$ cat src/rtl/alu_seq_ctrl.sv
// Registered ALU control decoder with an iterative unsigned multiply/divide engine and HI/LO.
// Define ALU_SEQ_DIV_EN to build the restoring divider; otherwise div decodes as illegal.
module alu_seq_ctrl #(
   parameter int WIDTH = 32,
   parameter int CNT_W = $clog2(WIDTH+1)
) (
   input  logic             clk,
   input  logic             rst,
   input  logic             valid_in,
   input  logic [2:0]       ALUOp,
   input  logic [5:0]       Funct,
   input  logic [WIDTH-1:0] A,
   input  logic [WIDTH-1:0] B,
   output logic [3:0]       ALUCtrl,
   output logic             illegal,
   output logic             stall,
   output logic             md_done,
   output logic             div_zero,
   output logic [WIDTH-1:0] HI,
   output logic [WIDTH-1:0] LO
);

   typedef enum logic [1:0] {S_IDLE, S_MULT, S_DIV, S_DONE} state_t;

   state_t           r_state;
   logic [3:0]       r_aluctrl;
   logic             r_illegal, r_stall, r_md_done;
   logic [WIDTH-1:0] r_hi_out, r_lo_out;
   logic [WIDTH-1:0] r_a, r_hi, r_lo;
   logic [CNT_W-1:0] r_cnt;
   logic [3:0]       w_fcode, w_code;
   logic             w_last;
   logic [WIDTH:0]   w_msum;
   logic [WIDTH-1:0] w_mhi, w_mlo;

   always_comb begin
      w_fcode = 4'd15;
      case (Funct)
         6'b100100: w_fcode = 4'd0;
         6'b100101: w_fcode = 4'd1;
         6'b100000: w_fcode = 4'd2;
         6'b100010: w_fcode = 4'd3;
         6'b101010: w_fcode = 4'd4;
         6'b111010: w_fcode = 4'd5;
         6'b011000: w_fcode = 4'd7;
`ifdef ALU_SEQ_DIV_EN
         6'b011010: w_fcode = 4'd8;
`endif
         6'b000000: w_fcode = 4'd9;
         6'b000001: w_fcode = 4'd10;
         6'b101011: w_fcode = 4'd11;
         6'b111011: w_fcode = 4'd12;
         6'b000010: w_fcode = 4'd13;
         6'b000011: w_fcode = 4'd14;
         default:   w_fcode = 4'd15;
      endcase
   end

   always_comb begin
      w_code = 4'd15;
      case (ALUOp)
         3'b000:  w_code = 4'd2;
         3'b001:  w_code = 4'd3;
         3'b010:  w_code = 4'd4;
         3'b011:  w_code = 4'd5;
         3'b100:  w_code = 4'd6;
         3'b101:  w_code = w_fcode;
         default: w_code = 4'd15;
      endcase
   end

   assign w_last = (r_cnt == CNT_W'(WIDTH-1));

   // {r_hi,r_lo} is the product register; r_lo starts as the multiplier and shifts out LSB first
   assign w_msum = {1'b0, r_hi} + ({(WIDTH+1){r_lo[0]}} & {1'b0, r_a});
   assign w_mhi  = w_msum[WIDTH:1];
   assign w_mlo  = {w_msum[0], r_lo[WIDTH-1:1]};

`ifdef ALU_SEQ_DIV_EN
   logic [WIDTH-1:0] r_b;
   logic             r_div_zero;
   logic [WIDTH:0]   w_dpart;
   logic             w_qbit;
   logic [WIDTH-1:0] w_drem, w_dhi, w_dlo;

   // r_hi is the partial remainder, r_lo shifts the dividend out and the quotient in
   assign w_dpart = {r_hi, r_lo[WIDTH-1]};
   assign w_qbit  = (w_dpart >= {1'b0, r_b});
   assign w_drem  = WIDTH'(w_dpart - {1'b0, r_b});
   assign w_dhi   = w_qbit ? w_drem : w_dpart[WIDTH-1:0];
   assign w_dlo   = {r_lo[WIDTH-2:0], w_qbit};
   assign div_zero = r_div_zero;
`else
   assign div_zero = 1'b0;
`endif

   always_ff @(posedge clk) begin
      if (rst) begin
         r_state   <= S_IDLE;
         r_aluctrl <= '0;
         r_illegal <= 1'b0;
         r_stall   <= 1'b0;
         r_md_done <= 1'b0;
         r_hi_out  <= '0;
         r_lo_out  <= '0;
         r_a       <= '0;
         r_hi      <= '0;
         r_lo      <= '0;
         r_cnt     <= '0;
`ifdef ALU_SEQ_DIV_EN
         r_b        <= '0;
         r_div_zero <= 1'b0;
`endif
      end else begin
         case (r_state)
            S_IDLE, S_DONE: begin
               r_state   <= S_IDLE;
               r_stall   <= 1'b0;
               r_md_done <= 1'b0;
               if (valid_in) begin
                  r_aluctrl <= w_code;
                  r_illegal <= (w_code == 4'd15);
                  if (w_code == 4'd7) begin
                     r_state <= S_MULT;
                     r_stall <= 1'b1;
                     r_a     <= A;
                     r_hi    <= '0;
                     r_lo    <= B;
                     r_cnt   <= '0;
                  end
`ifdef ALU_SEQ_DIV_EN
                  else if (w_code == 4'd8) begin
                     if (B != '0) begin
                        r_state <= S_DIV;
                        r_stall <= 1'b1;
                        r_b     <= B;
                        r_hi    <= '0;
                        r_lo    <= A;
                        r_cnt   <= '0;
                     end else begin
                        r_state    <= S_DONE;
                        r_md_done  <= 1'b1;
                        r_hi_out   <= A;
                        r_lo_out   <= '1;
                        r_div_zero <= 1'b1;
                     end
                  end
`endif
               end
            end
            S_MULT: begin
               r_hi <= w_mhi;
               r_lo <= w_mlo;
               if (r_cnt != CNT_W'(WIDTH)) r_cnt <= r_cnt + CNT_W'(1);
               if (w_last) begin
                  r_state   <= S_DONE;
                  r_stall   <= 1'b0;
                  r_md_done <= 1'b1;
                  r_hi_out  <= w_mhi;
                  r_lo_out  <= w_mlo;
               end
            end
`ifdef ALU_SEQ_DIV_EN
            S_DIV: begin
               r_hi <= w_dhi;
               r_lo <= w_dlo;
               if (r_cnt != CNT_W'(WIDTH)) r_cnt <= r_cnt + CNT_W'(1);
               if (w_last) begin
                  r_state    <= S_DONE;
                  r_stall    <= 1'b0;
                  r_md_done  <= 1'b1;
                  r_hi_out   <= w_dhi;
                  r_lo_out   <= w_dlo;
                  r_div_zero <= 1'b0;
               end
            end
`endif
            default: begin
               r_state   <= S_IDLE;
               r_stall   <= 1'b0;
               r_md_done <= 1'b0;
            end
         endcase
      end
   end

   assign ALUCtrl = r_aluctrl;
   assign illegal = r_illegal;
   assign stall   = r_stall;
   assign md_done = r_md_done;
   assign HI      = r_hi_out;
   assign LO      = r_lo_out;

endmodule

$ cat config.mk
export PLATFORM = sky130hd
export DESIGN_NAME = alu_seq_ctrl
export DESIGN_NICKNAME = d
export VERILOG_FILES = /design/src/rtl/alu_seq_ctrl.sv
export SDC_FILE = /design/constraint.sdc
export NUM_CORES = 1
export LEC_CHECK = 0
export BUFFER_PORTS_ARGS = -buffer_cell sky130_fd_sc_hd__buf_2
export CELL_PAD_IN_SITES_DETAIL_PLACEMENT = 1
export CELL_PAD_IN_SITES_GLOBAL_PLACEMENT = 2
export CORE_MARGIN = 2
export CORE_UTILIZATION = 28
export DETAILED_ROUTE_END_ITERATION = 10
export PLACE_DENSITY = 0.77
export SLEW_MARGIN = 10
export SYNTH_ARGS = -nofsm -noshare
export SYNTH_HDL_FRONTEND = slang
export SYNTH_SLANG_ARGS = --single-unit
$ cat constraint.sdc
create_clock -name clk -period 4.09 [get_ports clk]
set_input_delay 1.0225 -clock clk [delete_from_list [all_inputs] [get_ports clk]]
set_output_delay 1.0225 -clock clk [all_outputs]
set_load 0.01 [all_outputs]
# Word level (Yosys, flattened, before mapping)
# Memories as Yosys holds them, arrays and structs flattened.
# Index checks and enable logic that the tools add are counted.
# totals
mem_count	1
regBits	175
wordCells	60
rom_bits	256
# classes
addsub	2
n_reduce_logical	10
n_eq_ne	15
n_bitwise	2
muxes	19
# memory_table
memory	depth	width	rd	rd_ports_with_merged_regs	wr	line_no	source
(name not given)	64	4	1	0	0	38	case (Funct)
# op_table
cell	n
2-to-1 mux 32 bit	4
one-hot mux 32 bit (2 select lines)	2
adder 32 x 33 -> 33 bit	1
AND 33 x 32 -> 33 bit	1
one-hot mux 4 bit (6 select lines)	1
2-to-1 mux 6 bit	3
one-hot mux 6 bit (2 select lines)	1
!= test 2 bit, second input constant	4
adder 6 x 1 -> 6 bit, second input constant	1
== test 3 x 2 -> 1 bit, second input constant	2
== test 3 bit, second input constant	2
== test 6 x 5 -> 1 bit, second input constant	1
!= test 6 bit, second input constant	1
AND reduction 3 bit	2
2-to-1 mux 1 bit	5
== test 4 x 3 -> 1 bit, second input constant	1
== test 4 bit, second input constant	1
one-hot mux 2 bit (2 select lines)	1
AND reduction 2 bit	2
AND reduction 4 bit	1
OR reduction 2 bit	2
== test 3 x 1 -> 1 bit, second input constant	1
logical NOT 3 bit	1
== test 2 x 1 -> 1 bit, second input constant	1
other kinds (6)	6

# Longest topological paths before layout
# logic_depth
depth_word	6
mapped_depth	12
ltp_nobuf	12

# Worst setup path after synthesis
# No wires, ideal clock.
# synth_timing
path_kind	input to register
start	input Funct[5]
end	register r_cnt[2]
path_slack_ps	976
required_time_ps	4004
cell_stages	11
t_arrival_ps	3028
path_cell_list	buf_2 -> and4b_1 -> a21oi_1 -> o21ai_1 -> and3b_1 -> or4b_4 -> buf_6 -> o21ai_4 -> nand2_2 -> or3_1 -> a211oi_1
# synth_via
elab_chain_cells	5
# synth_lines
element	line_no	source
start: declaration	11	input logic [5:0] Funct,
memory (64 x 4 bit)	-	
one-hot mux 4 bit (6 select lines)	61	case (ALUOp)
== test 4 x 3 -> 1 bit	123	if (w_code == 4'd7) begin
!= test 2 bit (no source line)	-	
AND reduction 4 bit (no source line)	-	
end signal: assignment	154	if (r_cnt != CNT_W'(WIDTH)) r_cnt <= r_cnt + CNT_W'(1);
end: declaration	30	logic [CNT_W-1:0] r_cnt;
# Every way passes these cells.
# A chain may end at the register's enable or synchronous reset.

# Final worst setup path
# layout_timing
start	register r_lo[0]
end	register r_hi[24]
# layout_via
elab_chain_cells	3
# layout_lines
element	line_no	source
start: declaration	29	logic [WIDTH-1:0] r_a, r_hi, r_lo;
start signal: assignment	153	r_lo <= w_mlo;
AND 33 x 32 -> 33 bit	75	assign w_msum = {1'b0, r_hi} + ({(WIDTH+1){r_lo[0]}} & {1'b0, r_a});
adder 32 x 33 -> 33 bit	75	
one-hot mux 32 bit (2 select lines)	115	case (r_state)
end signal: assignment	152	r_hi <= w_mhi;
end: declaration	29	
# Every way passes these cells.

==> key figures <==
Status
  – Result of the run: finished, final reports clean

Floorplan
  – Die outline height: 178 µm
  – Die Span X: 178 µm
  – DIE AREA: 0.0317 mm²
  – Placement row count: 63
  – Initial Util: 0.286
  – Core area: 0.0297 mm²
  – Number of I/O pins: 148

Pwr
  – Pwr dens: 365 mW/mm²
  – Worst ir drop on vdd: 0.233 mV
  – Switching power of the nets: 1.04 mW
  – Static power due to leakage: 4.38 nW
  – PnR Total Power: 3.73 mW
  – Proportion of power drawn by the clock network: 0.450
  – Switch share: 0.278
  – Sequential Power Share: 0.477
  – Internal power: 2.69 mW
  – Gate power share: 0.072

Timing
  – Final Max Slew Viols: 0
  – Worst Skew: 0.0212 ns
  – Endpoints failing hold: 0
  – Tightest slew margin relative to the limit: 0.493
  – Total setup violations reported at the end of the flow: 0
  – TNS Setup: 0 ns
  – Timing-limited maximum frequency: 277 MHz
  – Crit share post-route: 0.884
  – Minimum period implied by the final worst setup slack: 3.61 ns
  – Worst path setup slack after routing: 0.475 ns
  – Unrepaired setup endpoints after global routing: no
  – Transition time at the pin with the least slew margin: 0.760 ns

Logic synthesis
  – Most instantiated flip-flop cell in the synthesis netlist: dfxtp_1
  – Async set or reset register ratio after synthesis: 0
  – Post-Synthesis Cell Area: 0.00849 mm²
  – Post-Synthesis Mean Instance Area: 8.43 µm²
  – Fraction of the yosys area taken by sequential cells: 0.412
  – Net Count, Synth: 1121
  – Cell type with the largest total area after synthesis: dfxtp_1
  – Synth Instances: 1008
  – Most area-consuming cells after synthesis: dfxtp_1 41%, mux2i_1 7.7%, nand2_1 6.3%
  – Yosys reg bits: 175
  – Total of warnings raised by yosys: 0
  – Count of flip-flops with a built-in enable after synthesis: 0
  – Area share of the largest cell type after synthesis: 0.412
  – Number of distinct standard cells referenced by the synthesized netlist: 65

Clock network
  – TritonCTS clock tree: built
  – Post-CTS repair timing setup buffer count: 0
  – Num CTS Buffers: 17
  – Worst-case clock buffer depth: 2
  – Clock tree root driver cell: clkbuf_16
  – Hold Buf Count CTS: 0
  – Clk sinks: 175
  – CTS HTree Levels: 4
  – Clock network latency to the later pin of the worst-skew pair: 0.45 ns
  – PostCTS Resize Cnt: 0
  – Clock transition at path regs: 0.07 ns

Detailed routing
  – Count of routing violations after the opening detailed-route iteration: 249
  – Post-DR vias/cell: 4.87
  – Number of nets with antenna violations after detailed routing: 0
  – First drt pass iteration count: 4
  – Via count: 7451
  – Wirelength per Cell: 16.0 µm
  – DRC viols: 0
  – Drt total wl: 24.5 mm

Global route
  – Initial antenna violation count: 0
  – Vias in the first global route: 7582
  – Aggregate global-route resource usage: 0.156
  – Global-route wire length before repair: 39.4 mm
  – Gr ovfl total: 0
  – Maximum number of pins on one net before global-route repair: 96

Setup path
  – Reg-to-reg setup timing slack: 0.48 ns
  – Worst EP required: 4.42 ns
  – Delay of the slowest cell on the worst path: 0.68 ns
  – Crit path max fanout: 17
  – CP startpoint kind: register
  – Worst reg2reg path startpoint: r_lo[0]
  – Start-to-end type of the worst setup path: register to register
  – R2r worst-path depth: 10
  – Data arrival time of the critical path: 3.94 ns
  – CP max-delay cell: dfxtp_1
  – Critical Path Most Common Cell: a31oi_1
  – Critical R2R Capture: r_hi[24]
  – Crit path cell chain: buf_4 > and2_1 > ha_1 > a2111oi_0 > nand2_1 > o21ai_0 > a31oi_1 > a31oi_1 > nor4_1 > a211o_1
  – Type of element capturing the critical path: register

Min path
  – Destination of the worst hold path: HI[0]
  – Hold WC Path Type: register to register
  – Number of instances on the worst hold path: 2
  – Hold_sp: HI[0]

Place
  – Port bufs: 146
  – Setup Slack @ Placement: 0.497 ns
  – Global placer's final weighted congestion: 0.765
  – Post-detailed-placement half-perimeter wirelength: 17.4 mm

Flow run
  – Number of violations of the max-capacitance limit: 0

Cells and area
  – Filler cell count: 3577
  – Area grow syn2layout: 20.2%
  – Post-layout net count: 1239
  – Util after Layout: 0.344
  – Share of final-layout standard cells stronger than drive strength 1: 0.181
[cells by family after synthesis]
family,Yosys count,synth area share
fa+ha+maj,37,0.0554
xor+xnor,26,0.0268
simple gates,371,0.197
compound gates,254,0.194
mux,65,0.0766
buf+inv,79,0.0382
flops,175,0.412
other cells,1,0.000442
[registers in the layout (all words and copies together) (netlist names)]
signal and flops:
r_a 32, stall 1, r_cnt 6, illegal 1, HI 32, r_lo 32
LO 32, ALUCtrl 4, r_hi 32, r_state 2, md_done 1
[critical path: cells and delay by family (launching register included)]
| family | cells | cell delay, ns |
|---|---|---|
| AOI/OAI and AO/OA | 5 | 1.79 |
| DFF | 1 | 0.68 |
| and+or+nand+nor | 3 | 0.43 |
| buffers and inverters | 1 | 0.32 |
| adders and majority gates | 1 | 0.29 |
[synthesized netlist by cell type (4+ instances only)]
| cell | number |
|---|---|
| a22oi_1 | 26 |
| or3_1 | 4 |
| a31oi_1 | 8 |
| o21a_1 | 6 |
| a211oi_1 | 45 |
| nor4_1 | 5 |
| o21ai_0 | 19 |
| nor2_1 | 124 |
| o31ai_1 | 5 |
| ha_1 | 36 |
| xnor2_1 | 14 |
| nor3b_1 | 5 |
| nor3_1 | 12 |
| clkbuf_1 | 43 |
| buf_1 | 4 |
| a21o_1 | 14 |
| and2_1 | 35 |
| a211o_1 | 4 |
| dfxtp_1 | 175 |
| buf_2 | 13 |
| a21oi_1 | 99 |
| nand2_1 | 142 |
| mux2i_1 | 65 |
| nand3b_1 | 6 |
| nand3_1 | 11 |
| nand2b_1 | 6 |
| o21bai_1 | 4 |
| inv_1 | 16 |
| xor2_1 | 12 |
| and3_1 | 5 |
[layout make-up]
class                   instances  area, µm²  area share
flip-flops and latches        175       3500       0.343
repair buffers                161        862      0.0844
clock buffers                  17        425      0.0417
multi-input cells             754       4680       0.458
diodes                          1       2.50    0.000245
well taps                     390        488      0.0478
clock inverters                15        186      0.0183
inverters                      17       63.8     0.00625
[metal layers]
metal / global-route usage / wire length (µm) / vias to the layer above
met5: 0 / 0 / -
met4: 0.0468 / 282 / 0
met3: 0.0234 / 709 / 17
met2: 0.265 / 11500 / 105
met1: 0.202 / 11900 / 3545
li1: - / - / 3784
[power groups by stage]
stage,Sequential [mW],Combinational [mW],Clock [mW]
global placement,1.82,0.269,0
detailed placement,1.82,0.273,0
finish,1.78,0.269,1.68
global route,1.79,0.302,1.79
floorplan,1.81,0.181,0
CTS,1.78,0.274,1.73
[placed cells by master (no fill, tap or decap), types with 3 or more instances in the layout]
master / netlist / final
nand2b_1: 6 / 6
nand3b_1: 6 / 6
ha_1: 36 / 35
buf_2: 13 / 145
and3_1: 5 / 5
a211o_1: 4 / 4
xor2_1: 12 / 12
clkbuf_16: 0 / 17
nand3_1: 11 / 11
mux2i_1: 65 / 65
clkinv_4: 0 / 3
buf_4: 1 / 14
o21a_1: 6 / 6
dfxtp_1: 175 / 175
nor4_1: 5 / 5
and2_1: 35 / 35
o21ai_0: 19 / 19
nand2_1: 142 / 141
xnor2_1: 14 / 14
clkinv_8: 0 / 5
nor2_1: 124 / 123
a21oi_1: 99 / 99
or3_1: 4 / 4
nor3_1: 12 / 12
inv_8: 0 / 4
nor3b_1: 5 / 5
inv_1: 16 / 16
a211oi_1: 45 / 45
a31oi_1: 8 / 8
o31ai_1: 5 / 5
o21bai_1: 4 / 4
a22oi_1: 26 / 26
a21o_1: 14 / 14
[how the worst max path moves through the flow]
stage               depth (start not counted)  endpoint  startpoint  slack (ns)
global route                               10  r_hi[24]     r_lo[0]        0.11
CTS                                        10  r_hi[24]     r_lo[0]        0.50
global placement                           10   r_lo[0]    Funct[2]        0.48
floorplan                                  11  r_cnt[2]    Funct[5]        0.98
finish                                     10  r_hi[24]     r_lo[0]        0.48
detailed placement                         10   r_lo[0]    Funct[2]        0.50
[stage by stage]
step | hold WS [ns] | area [µm²] | std cells
2_1_floorplan | 0.432 | 8490 | 1008
3_3_place_gp | 0.441 | 9600 | 1497
3_5_place_dp | 0.445 | 9600 | 1497
4_1_cts | 0.455 | 10200 | 1529
5_1_grt | 0.467 | 10200 | 1529
6_report | 0.452 | 10200 | 1530
No activity file was read; power rests on OpenSTA's default activity.
